==> config.mk <==
export PLATFORM = sky130hd
export DESIGN_NAME = fft_input_framer
export DESIGN_NICKNAME = d
export VERILOG_FILES = /design/src/rtl/fft_pkg.sv /design/src/rtl/fft_frame_bank.sv /design/src/rtl/fft_input_framer.sv
export SDC_FILE = /design/constraint.sdc
export NUM_CORES = 1
export LEC_CHECK = 0
export ABC_AREA = 1
export CAP_MARGIN = 20
export CELL_PAD_IN_SITES_DETAIL_PLACEMENT = 0
export CELL_PAD_IN_SITES_GLOBAL_PLACEMENT = 1
export CORE_MARGIN = 2
export CORE_UTILIZATION = 49
export CTS_BUF_LIST = sky130_fd_sc_hd__clkbuf_8
export DETAILED_ROUTE_END_ITERATION = 8
export GPL_ROUTABILITY_DRIVEN = 0
export PLACE_DENSITY_LB_ADDON = 0.15
export SLEW_MARGIN = 10
export SYNTH_ARGS = -nofsm -noshare
export SYNTH_HDL_FRONTEND = slang
export SYNTH_HIERARCHICAL = 1
export SYNTH_SLANG_ARGS = --single-unit
==> constraint.sdc <==
create_clock -name clk_1 -period 3.72 [get_ports clk_1]
set_input_delay 0.372 -clock clk_1 [delete_from_list [all_inputs] [get_ports clk_1]]
set_output_delay 0.372 -clock clk_1 [all_outputs]
set_load 0.02 [all_outputs]
==> src/rtl/fft_pkg.sv <==
// Shared types and helpers for the FFT input framer and its frame banks.
package fft_pkg;

    localparam int SAMPLE_W  = 8;
    localparam int FFT_N     = 8;
    localparam int FFT_LOG2N = 3;

    typedef logic signed [SAMPLE_W-1:0] sample_t;

    typedef enum logic [1:0] {
        EMPTY,
        FILLING,
        FULL
    } bank_state_e;

    // Reverse the low log2n bits of idx (decimation-in-time input order).
    function automatic int unsigned bitrev(input int unsigned idx, input int unsigned log2n);
        int unsigned r;
        r = 0;
        for (int i = 0; i < int'(log2n); i++) begin
            r = (r << 1) | ((idx >> i) & 32'd1);
        end
        return r;
    endfunction

endpackage

==> src/rtl/fft_frame_bank.sv <==
// One half of the ping-pong frame buffer: N-sample register file, fill state
// and a full-width parallel read port.
module fft_frame_bank
    import fft_pkg::*;
#(
    parameter int DATA_W = SAMPLE_W,
    parameter int N      = FFT_N,
    parameter int LOG2N  = FFT_LOG2N
) (
    input  logic                     clk_1,
    input  logic                     rst_n,
    input  logic                     we,
    input  logic [LOG2N-1:0]         widx,
    input  logic signed [DATA_W-1:0] wdata,
    input  logic                     clr,
    output bank_state_e              state,
    output logic                     full_nx,
    output logic [N*DATA_W-1:0]      rdata
);

    logic signed [DATA_W-1:0] mem [N];
    logic                     wr_last;

    assign wr_last = we && (widx == LOG2N'(N - 1));

    // Sample storage; data is not reset, only the fill state is.
    always_ff @(posedge clk_1) begin
        if (we) mem[widx] <= wdata;
    end

    // Fill state: clear wins, otherwise a write moves the bank toward FULL.
    always_ff @(posedge clk_1 or negedge rst_n) begin
        if (!rst_n)       state <= EMPTY;
        else if (clr)     state <= EMPTY;
        else if (we)      state <= wr_last ? FULL : FILLING;
    end

    // Next-cycle fullness, used by the top to register its handshakes.
    always_comb begin
        full_nx = (state == FULL);
        if (clr)          full_nx = 1'b0;
        else if (wr_last) full_nx = 1'b1;
    end

    for (genvar k = 0; k < N; k++) begin : g_rd
        assign rdata[k*DATA_W +: DATA_W] = mem[k];
    end

endmodule

==> src/rtl/fft_input_framer.sv <==
// Streams signed samples into a ping-pong pair of frame banks and presents
// each complete frame as N parallel lanes to the FFT datapath.
// Build option: define BIT_REVERSE_EN to present lanes in bit-reversed
// (decimation-in-time) order; otherwise lanes are in natural order.
module fft_input_framer
    import fft_pkg::*;
#(
    parameter int DATA_W = SAMPLE_W,
    parameter int N      = FFT_N
) (
    input  logic                     clk_1,
    input  logic                     rst_n,
    input  logic                     s_valid,
    output logic                     s_ready,
    input  logic signed [DATA_W-1:0] s_data,
    input  logic                     s_last,
    output logic                     m_valid,
    input  logic                     m_ready,
    output logic [N*DATA_W-1:0]      m_data,
    output logic                     frame_err,
    output logic [7:0]               frame_cnt
);

    localparam int LOG2N = $clog2(N);

    logic               wr_bank, rd_bank, wr_bank_nx, rd_bank_nx;
    logic [LOG2N-1:0]   wr_idx;
    logic               accept, at_last, short_last, missing_last, wr_en, handoff;
    logic [1:0]         we, clr, full_nx;
    bank_state_e        bank_st [2];
    logic [N*DATA_W-1:0] bank_q [2];
    logic [N*DATA_W-1:0] frame_nat;
    logic [N*DATA_W-1:0] frame_p0, frame_p1;
    logic               vld_p0;

    assign accept       = s_valid && s_ready;
    assign at_last      = (wr_idx == LOG2N'(N - 1));
    assign short_last   = accept && s_last && !at_last;
    assign missing_last = accept && !s_last && at_last;
    assign wr_en        = accept && !short_last;
    assign m_valid      = (bank_st[rd_bank] == FULL);
    assign handoff      = m_valid && m_ready;
    assign wr_bank_nx   = wr_bank ^ (wr_en && at_last);
    assign rd_bank_nx   = rd_bank ^ handoff;
    assign vld_p0       = full_nx[rd_bank_nx];

    // Per-bank write enables and clears (handoff or discarded partial frame).
    always_comb begin
        for (int b = 0; b < 2; b++) begin
            we[b]  = wr_en && (wr_bank == 1'(b));
            clr[b] = (handoff && (rd_bank == 1'(b))) || (short_last && (wr_bank == 1'(b)));
        end
    end

    for (genvar b = 0; b < 2; b++) begin : g_bank
        fft_frame_bank #(
            .DATA_W (DATA_W),
            .N      (N),
            .LOG2N  (LOG2N)
        ) u_bank (
            .clk_1   (clk_1),
            .rst_n   (rst_n),
            .we      (we[b]),
            .widx    (wr_idx),
            .wdata   (s_data),
            .clr     (clr[b]),
            .state   (bank_st[b]),
            .full_nx (full_nx[b]),
            .rdata   (bank_q[b])
        );
    end

    // Frame that will be on the read side next cycle, with write-through of
    // the sample completing it so the lanes are ready with m_valid.
    always_comb begin
        frame_nat = bank_q[rd_bank_nx];
        if (we[rd_bank_nx]) frame_nat[int'(wr_idx)*DATA_W +: DATA_W] = s_data;
    end

    for (genvar k = 0; k < N; k++) begin : g_lane
`ifdef BIT_REVERSE_EN
        localparam int SRC = int'(bitrev(k, LOG2N));
`else
        localparam int SRC = k;
`endif
        assign frame_p0[k*DATA_W +: DATA_W] = frame_nat[SRC*DATA_W +: DATA_W];
    end

    // ---- stage p0 -> p1: pointers, handshakes, error pulse, output lanes ----
    always_ff @(posedge clk_1 or negedge rst_n) begin
        if (!rst_n) begin
            wr_bank   <= 1'b0;
            rd_bank   <= 1'b0;
            wr_idx    <= '0;
            s_ready   <= 1'b1;
            frame_err <= 1'b0;
            frame_cnt <= 8'd0;
            frame_p1  <= '0;
        end else begin
            wr_bank   <= wr_bank_nx;
            rd_bank   <= rd_bank_nx;
            s_ready   <= !full_nx[wr_bank_nx];
            frame_err <= short_last || missing_last;
            if (handoff) frame_cnt <= frame_cnt + 8'd1;
            if (short_last)  wr_idx <= '0;
            else if (wr_en)  wr_idx <= at_last ? '0 : wr_idx + LOG2N'(1);
            if (vld_p0)      frame_p1 <= frame_p0;
        end
    end

    assign m_data = frame_p1;

    // The read bank is FULL whenever it is handed off, so it cannot be written.
    a_no_handoff_write_collision: assert property (
        @(posedge clk_1) disable iff (!rst_n)
        !(handoff && wr_en && (wr_bank == rd_bank))
    );

endmodule
==> summary.txt, run 1 <==
Die
  • I/O pins: a little under 90
  • Die Height: approximately 150 um
  • DIE AREA: approximately 0.021 mm2
  • Core area: between 0.015 and 0.02 mm2
  • # rows: 51
  • Die width: roughly 150 um
  • Initial cell density of the core: 0.502

Pwr
  • Pwr per Cell Area: 714 mW/mm2
  • Peak supply drop: 0.000344 V
  • Leakage: about 5.3 nW

Clocking
  • Longest Clk Path Bufs: 3
  • CTS tree: built
  • Clock Latency Late Sink: 0.54 ns
  • Clock root buffer: clkbuf_8
  • CTS clk-pin slew, worst paths: about 0.06 ns
  • Num Clock Sinks: 211
  • Post-CTS resize count: 0
  • Num CTS Buffers: 37
  • H-tree depth: 2

Logic synthesis
  • Yosys warns: 6
  • Syn Std Cell Area: ~0.0098 mm2
  • Prevailing post-synth register cell: edfxtp_1
  • Syn_area_per_cell: approximately 9.0 um2
  • Syn_nets: 1113
  • Cell count after synthesis: between 1000 and 1500
  • Synth Register Bits: 211
  • Post-synthesis sequential area ratio: 0.602
  • EDFF count, synth: around 130
  • Synth unique cells: 31
  • Ys async rst share: 0.393

Setup path
  • Crit-path cells: ha_1 > ha_1 > inv_2 > nand2_2 > nand2_1 > nor2_1 > nand2_2 > nor2_4 > nor2_1 > nor2_1 > nand2_1 > nand2_2 > buf_4 > nand3_1 > nand2_1
  • Critical path startpoint category: flip-flop
  • CP peak stage delay: 0.58 ns
  • Crit path required time: between 4 and 5 ns
  • Nature of the critical path endpoint: flip-flop
  • CP Buf/Inv Count: 2
  • CP max-delay cell: dfrtp_1
  • Kind of critical path: reg2reg
  • WP data arrival: around 3.7 ns
  • Critical-path maximum fanout: a little under 50
  • CP delay by family, top: simple AND/OR/NAND/NOR gates

Route
  • Antenna-violating nets left: 0
  • DRC errors left: 0
  • Via count: 7720
  • Detailed Routing Iterations Pass 1: 5
  • Wire length per cell: about 17 um
  • Routed wire length: about 25000 um
  • Vias per inst: 5.16
  • DRT iter0 DRCs: between 600 and 700

STA
  • Clock period minus worst slack: roughly 3.2 ns
  • Final Hold Viols: 0
  • Final Max Tran Viols: 0
  • Relative slew slack: 0.292
  • Final period util: 0.869
  • RSZ-0062 raised after global routing: false
  • Setup violators final: 0
  • Least-Margin Pin Slew: 1.06 ns
  • F_max: slightly above 0.3 GHz
  • Fin Setup TNS: 0 ns
  • Skew final: 0.0294 ns

Min path
  • Hold crit path type: reg2reg

Global routing
  • GR Util met2: 0.343
  • First-pass GRT wire length: just over 40000 um
  • Initial antenna violation count: 0
  • Largest net degree at the start of global routing: around 70
  • Most Crowded Layer GR: met1
  • Vias in the first global route: approximately 7100
  • M3 GR Usage: 0.0411
  • Grt ovf: 0
  • Global Route Usage Sum: 0.242
  • Met1 global-route usage: 0.384

Finish
  • # nets final: approximately 1200
  • Layout cell share with drive strength beyond 1: 0.0950
  • Area growth from synthesis to layout: 19.3%
  • Post-route insts no fill: 1496
  • Antenna diodes: 0
  • Design area: between 0.01 and 0.015 mm2

Job
  • Max-Cap Viols: 0

Run status
  • Status: complete, no violations

Place
  • DP Wirelength: 17000 um
  • Port bufs: between 80 and 90
  • DP Cell Count: 1427
  • Area post-placement: roughly 0.011 mm2
==> cell type report <==
class / count / area, um2
fill: 1793 / 7840
sequential: 211 / 5920
multi-input combinational: 798 / 3550
timing repair buffer: 123 / 1160
clock buffer: 39 / 537
tap: 265 / 332
clock inverter: 28 / 126
inverter: 32 / 120
==> stage by stage <==
stage / utilization / hold WS (ns) / power [mW] / setup WS, ns
after detailed placement: 0.564 / 0.465 / 6.50 / 0.530
after global placement: 0.564 / 0.463 / 6.47 / 0.576
final: 0.600 / 0.476 / 8.38 / 0.488
after CTS: 0.598 / 0.482 / 8.42 / 0.516
after global routing: 0.600 / 0.497 / 8.92 / 0.227
after floorplan: - / 0.0764 / 5.20 / 1.17
==> flip-flops by register name (all words and copies together), names as in the netlist <==
signal	count
frame_cnt	8
wr_bank	1
g_bank.u_bank/mem	128
frame_err	1
m_data	64
s_ready	1
rd_bank	1
g_bank.u_bank/state	4
wr_idx	3
==> routing by layer <==
metal / share of wire / wire length, um / up-vias
li1: - / - / 3801
met2: 0.42 / 10700 / 272
met5: 0 / 0 / -
met1: 0.49 / 12400 / 3613
met4: 0.019 / 495 / 0
met3: 0.070 / 1780 / 34
==> tightest hold or removal path, cell delays in order, from the launching register on <==
cell and delay (ns):
dfrtp_1 0.34, nand2_1 0.05, nand2_1 0.05
==> synth_stat cells, types with 2 or more instances <==
master | n | share of area
nand2_1 | 539 | 0.21
edfxtp_1 | 128 | 0.39
nand3_1 | 105 | 0.053
dfrtp_1 | 82 | 0.21
nor2_1 | 59 | 0.023
buf_2 | 28 | 0.014
nand4_1 | 21 | 0.013
inv_1 | 20 | 0.0076
mux2i_1 | 17 | 0.017
clkbuf_1 | 14 | 0.0053
inv_2 | 12 | 0.0046
nor3_1 | 11 | 0.0056
ha_1 | 10 | 0.013
nand2_2 | 8 | 0.0051
nor2_4 | 5 | 0.0057
xor2_1 | 5 | 0.0044
buf_6 | 4 | 0.0046
o21ai_0 | 4 | 0.0020
nand3_2 | 3 | 0.0031
buf_4 | 2 | 0.0015
o21bai_1 | 2 | 0.0015
xnor2_1 | 2 | 0.0018
==> path summary, 6_finish.rpt <==
path	from	endpoint	slack, ns	cells past startpoint
min in group asynchronous	rst_n	m_data[43]$_DFFE_PN0P_	0.52	2
max in group asynchronous	rst_n	s_ready$_DFF_PN1_	2.39	3
worst max-delay path	wr_idx[1]$_DFFE_PN0P_	m_data[48]$_DFFE_PN0P_	0.49	15
worst min register to register	m_data[11]$_DFFE_PN0P_	m_data[11]$_DFFE_PN0P_	0.48	2
worst max register to register	wr_idx[1]$_DFFE_PN0P_	m_data[48]$_DFFE_PN0P_	0.49	15
worst min-delay path	m_data[11]$_DFFE_PN0P_	m_data[11]$_DFFE_PN0P_	0.48	2
==> layout by cell type (no fill, tap or decap), drive strengths merged, types with 3 or more instances in the layout <==
master,count
nand2,548
clkinvlp,3
buf,36
xor2,5
edfxtp,128
clkbuf,39
o21ai,4
clkdlybuf4s50,86
nor3,11
ha,10
mux2i,17
dfrtp,82
nand4,21
nand3,108
clkinv,7
inv,50
nor2,65
==> repair_timing <==
item,CTS,global route
hold buffers,1,0
buffers inserted,0,0
endpoints found under the hold margin,51,0
==> where the power goes <==
group / internal, mW / switching [mW]
Combinational: 1.28 / 2.03
Clock: 0.977 / 0.931
Sequential: 2.91 / 0.250
Total: 5.17 / 3.21
==> logic make-up after synthesis <==
family,share of synthesized area
compound gates,0.00712
xor+xnor,0.00623
fa+ha+maj,0.0127
buf+inv,0.0383
flops,0.602
mux,0.0173
simple gates,0.317
No activity file was read; power rests on OpenSTA's default activity.
==> run 2: changes to the inputs <==
Settings changed: HOLD_SLACK_MARGIN set to 0.08, REMOVE_ABC_BUFFERS set to 1.
==> run 2 against run 1 <==
  * Routed wire length shrank 0.49%
  * Register-to-register slack gained 0.32 ns
  * Die area is the same
  * Sequential power is essentially flat
  * Maximum frequency grew 11%
  * First-iteration DRC count grew 7.9%
==> summary.txt, run 2 (synthesized netlist as in run 1, its figures left out) <==
Finish
  • Layout cell share with drive strength beyond 1: 0.0959 (+0.000812)
  • Post-route insts no fill: 1496 (unchanged)
  • Antenna diodes: 0 (unchanged)
  • Leading cell types in the layout, fill and taps excluded: nand2_1 (538), edfxtp_1 (128), nand3_1 (105), clkdlybuf4s50_1 (86), dfrtp_1 (82)
  • Max FFs per register: 128 (unchanged)
  • Fill count: 1804 (+0.61%)
  • Commonest non-fill, non-tap cell in the layout: nand2_1
  • Area growth from synthesis to layout: 19.8%
  • Design area: 0.0118 mm2 (+0.37%)
  • # nets final: 1230 (+0.33%)
  • Biggest register: g_bank.u_bank/mem

Clocking
  • Setup Buffers After CTS: 0 (unchanged)
  • H-tree depth: 2 (unchanged)
  • Num CTS Buffers: 37 (unchanged)
  • Clock Latency Late Sink: 0.52 ns (-0.02 ns)
  • Post-CTS Hold Fix Bufs: 1 (unchanged)
  • Longest Clk Path Bufs: 3 (unchanged)
  • Num Clock Sinks: 211 (unchanged)
  • CTS tree: built
  • Clock root buffer: clkbuf_8
  • Post-CTS resize count: 0 (unchanged)
  • CTS clk-pin slew, worst paths: 0.07 ns (about the same)

Pwr
  • Switch share: 0.371 (-0.0127)
  • Switch Pwr: 3.09 mW (-3.9%)
  • Total power: 8.33 mW (-0.66%)
  • Peak supply drop: 0.000409 V (+19%)
  • Pwr per Cell Area: 706 mW/mm2 (-1.0%)
  • P_int: 5.24 mW (+1.4%)
  • Seq pwr share: 0.380 (+0.002)
  • Leakage: 5.33 nW (+0.67%)
  • Clock Power Share: 0.234 (+0.006)
  • Comb pwr share: 0.386 (-0.009)

Route
  • Antenna-violating nets left: 0 (unchanged)
  • Detailed Routing Iterations Pass 1: 5 (unchanged)
  • DRC errors left: 0 (unchanged)
  • Via count: 7718 (-0.026%)
  • Wire length per cell: 16.9 um (-0.49%)
  • Vias per inst: 5.16 (about the same)
  • DRT iter0 DRCs: 657 (+7.9%)
  • Routed wire length: 25300 um (-0.49%)

STA
  • Relative slew slack: 0.391 (+0.0982)
  • Least-Margin Pin Slew: 0.911 ns (-0.147 ns)
  • Final Max Tran Viols: 0 (unchanged)
  • Skew final: 0.0241 ns (-0.00522 ns)
  • F_max: 0.343 GHz (+11%)
  • Smallest hold slack: 0.383 ns (-0.0926 ns)
  • RSZ-0062 raised after global routing: false
  • Final Hold Viols: 0 (unchanged)
  • Setup violators final: 0 (unchanged)
  • Clock period minus worst slack: 2.92 ns (-0.316 ns)
  • Final period util: 0.784 (-0.0850)

Die
  • DIE AREA: 0.0212 mm2 (unchanged)
  • Die Height: 146 um (unchanged)
  • Die width: 146 um (unchanged)
  • Initial cell density of the core: 0.502 (unchanged)
  • Core area: 0.0196 mm2 (unchanged)
  • I/O pins: 88 (unchanged)
  • # rows: 51 (unchanged)

Setup path
  • Critical-path maximum fanout: 26 (-47%)
  • Kind of critical path: reg2reg
  • WP data arrival: 3.37 ns (-0.33 ns)
  • Nature of the critical path endpoint: flip-flop
  • Critical path startpoint category: flip-flop
  • Crit path required time: 4.17 ns (-0.02 ns)

Run status
  • Status: complete, no violations

Global routing
  • Initial antenna violation count: 0 (unchanged)
  • Grt ovf: 0 (unchanged)
  • Vias in the first global route: 7457 (+5.3%)
  • First-pass GRT wire length: 41000 um (+1.9%)
  • Global Route Usage Sum: 0.245 (+0.00325)
  • Largest net degree at the start of global routing: 46 (-32%)

Job
  • Max-Cap Viols: 0 (unchanged)

Place
  • Area post-placement: 0.0111 mm2 (+0.63%)
  • DP Cell Count: 1432 (+0.35%)
  • DP Wirelength: 16700 um (-2.3%)
  • Port bufs: 87 (unchanged)

Min path
  • Hold crit path type: in2async
==> run 2: cell types whose count changed in the layout (fill, tap and decap cells not counted), sizes merged <==
cell      previous run  this run
inv                 50        49
bufinv               0         1
clkinv               7         5
buf                 36        40
clkbuf              39        40
clkinvlp             3         0
==> run 2: layout make-up <==
type | instances | area [um2] | area share
multi-input cells | 798 | 3550 | 0.301
flip-flops and latches | 211 | 5920 | 0.502
inverters | 32 | 120 | 0.0102
clock inverters | 23 | 114 | 0.00966
repair buffers | 127 | 1200 | 0.102
well taps | 265 | 332 | 0.0281
clock buffers | 40 | 551 | 0.0467
==> run 2: metal layers <==
metal,wire length (um),up-vias,track usage
li1,-,3792,-
met1,11500,3618,0.350
met2,11600,267,0.384
met3,1660,41,0.0458
met4,506,0,0.0711
met5,0,-,0
==> run 2: final timing paths <==
kind | end | startpoint | cells past startpoint | slack, ns
max | m_data[56]$_DFFE_PN0P_ | wr_idx[0]$_DFFE_PN0P_ | 11 | 0.80
min | m_data[8]$_DFFE_PN0P_ | rst_n | 2 | 0.38
max reg2reg | m_data[56]$_DFFE_PN0P_ | wr_idx[0]$_DFFE_PN0P_ | 11 | 0.80
min reg2reg | m_data[59]$_DFFE_PN0P_ | m_data[59]$_DFFE_PN0P_ | 2 | 0.47
max in group asynchronous | s_ready$_DFF_PN1_ | rst_n | 3 | 2.67
min in group clk_1 | m_data[59]$_DFFE_PN0P_ | m_data[59]$_DFFE_PN0P_ | 2 | 0.47
==> run 2: power groups by stage <==
stage / sequential, mW / clock [mW] / combinational (mW)
after floorplan: 3.64 / 0 / 1.47
after global placement: 3.19 / 0 / 3.20
after detailed placement: 3.20 / 0 / 3.23
after CTS: 3.16 / 2.00 / 3.24
after global routing: 3.22 / 2.09 / 3.56
final: 3.16 / 1.95 / 3.22
==> run 2: critical path, stage by stage, from the launching register on <==
cell     delay, ns
dfrtp_1       0.35
buf_4         0.27
inv_2         0.14
ha_1          0.26
ha_1          0.41
inv_2         0.42
nand3_1       0.27
inv_1         0.27
nand2_2       0.16
nand3_1       0.11
nand3_1       0.10
nand2_1       0.08
==> run 2: stage by stage <==
stage	TNS [ns]	worst slack [ns]	util
2_1_floorplan	-80.45	-1.26	-
3_3_place_gp	0	0.793	0.566
3_5_place_dp	0	0.757	0.567
4_1_cts	0	0.825	0.602
5_1_grt	0	0.563	0.602
6_report	0	0.804	0.602
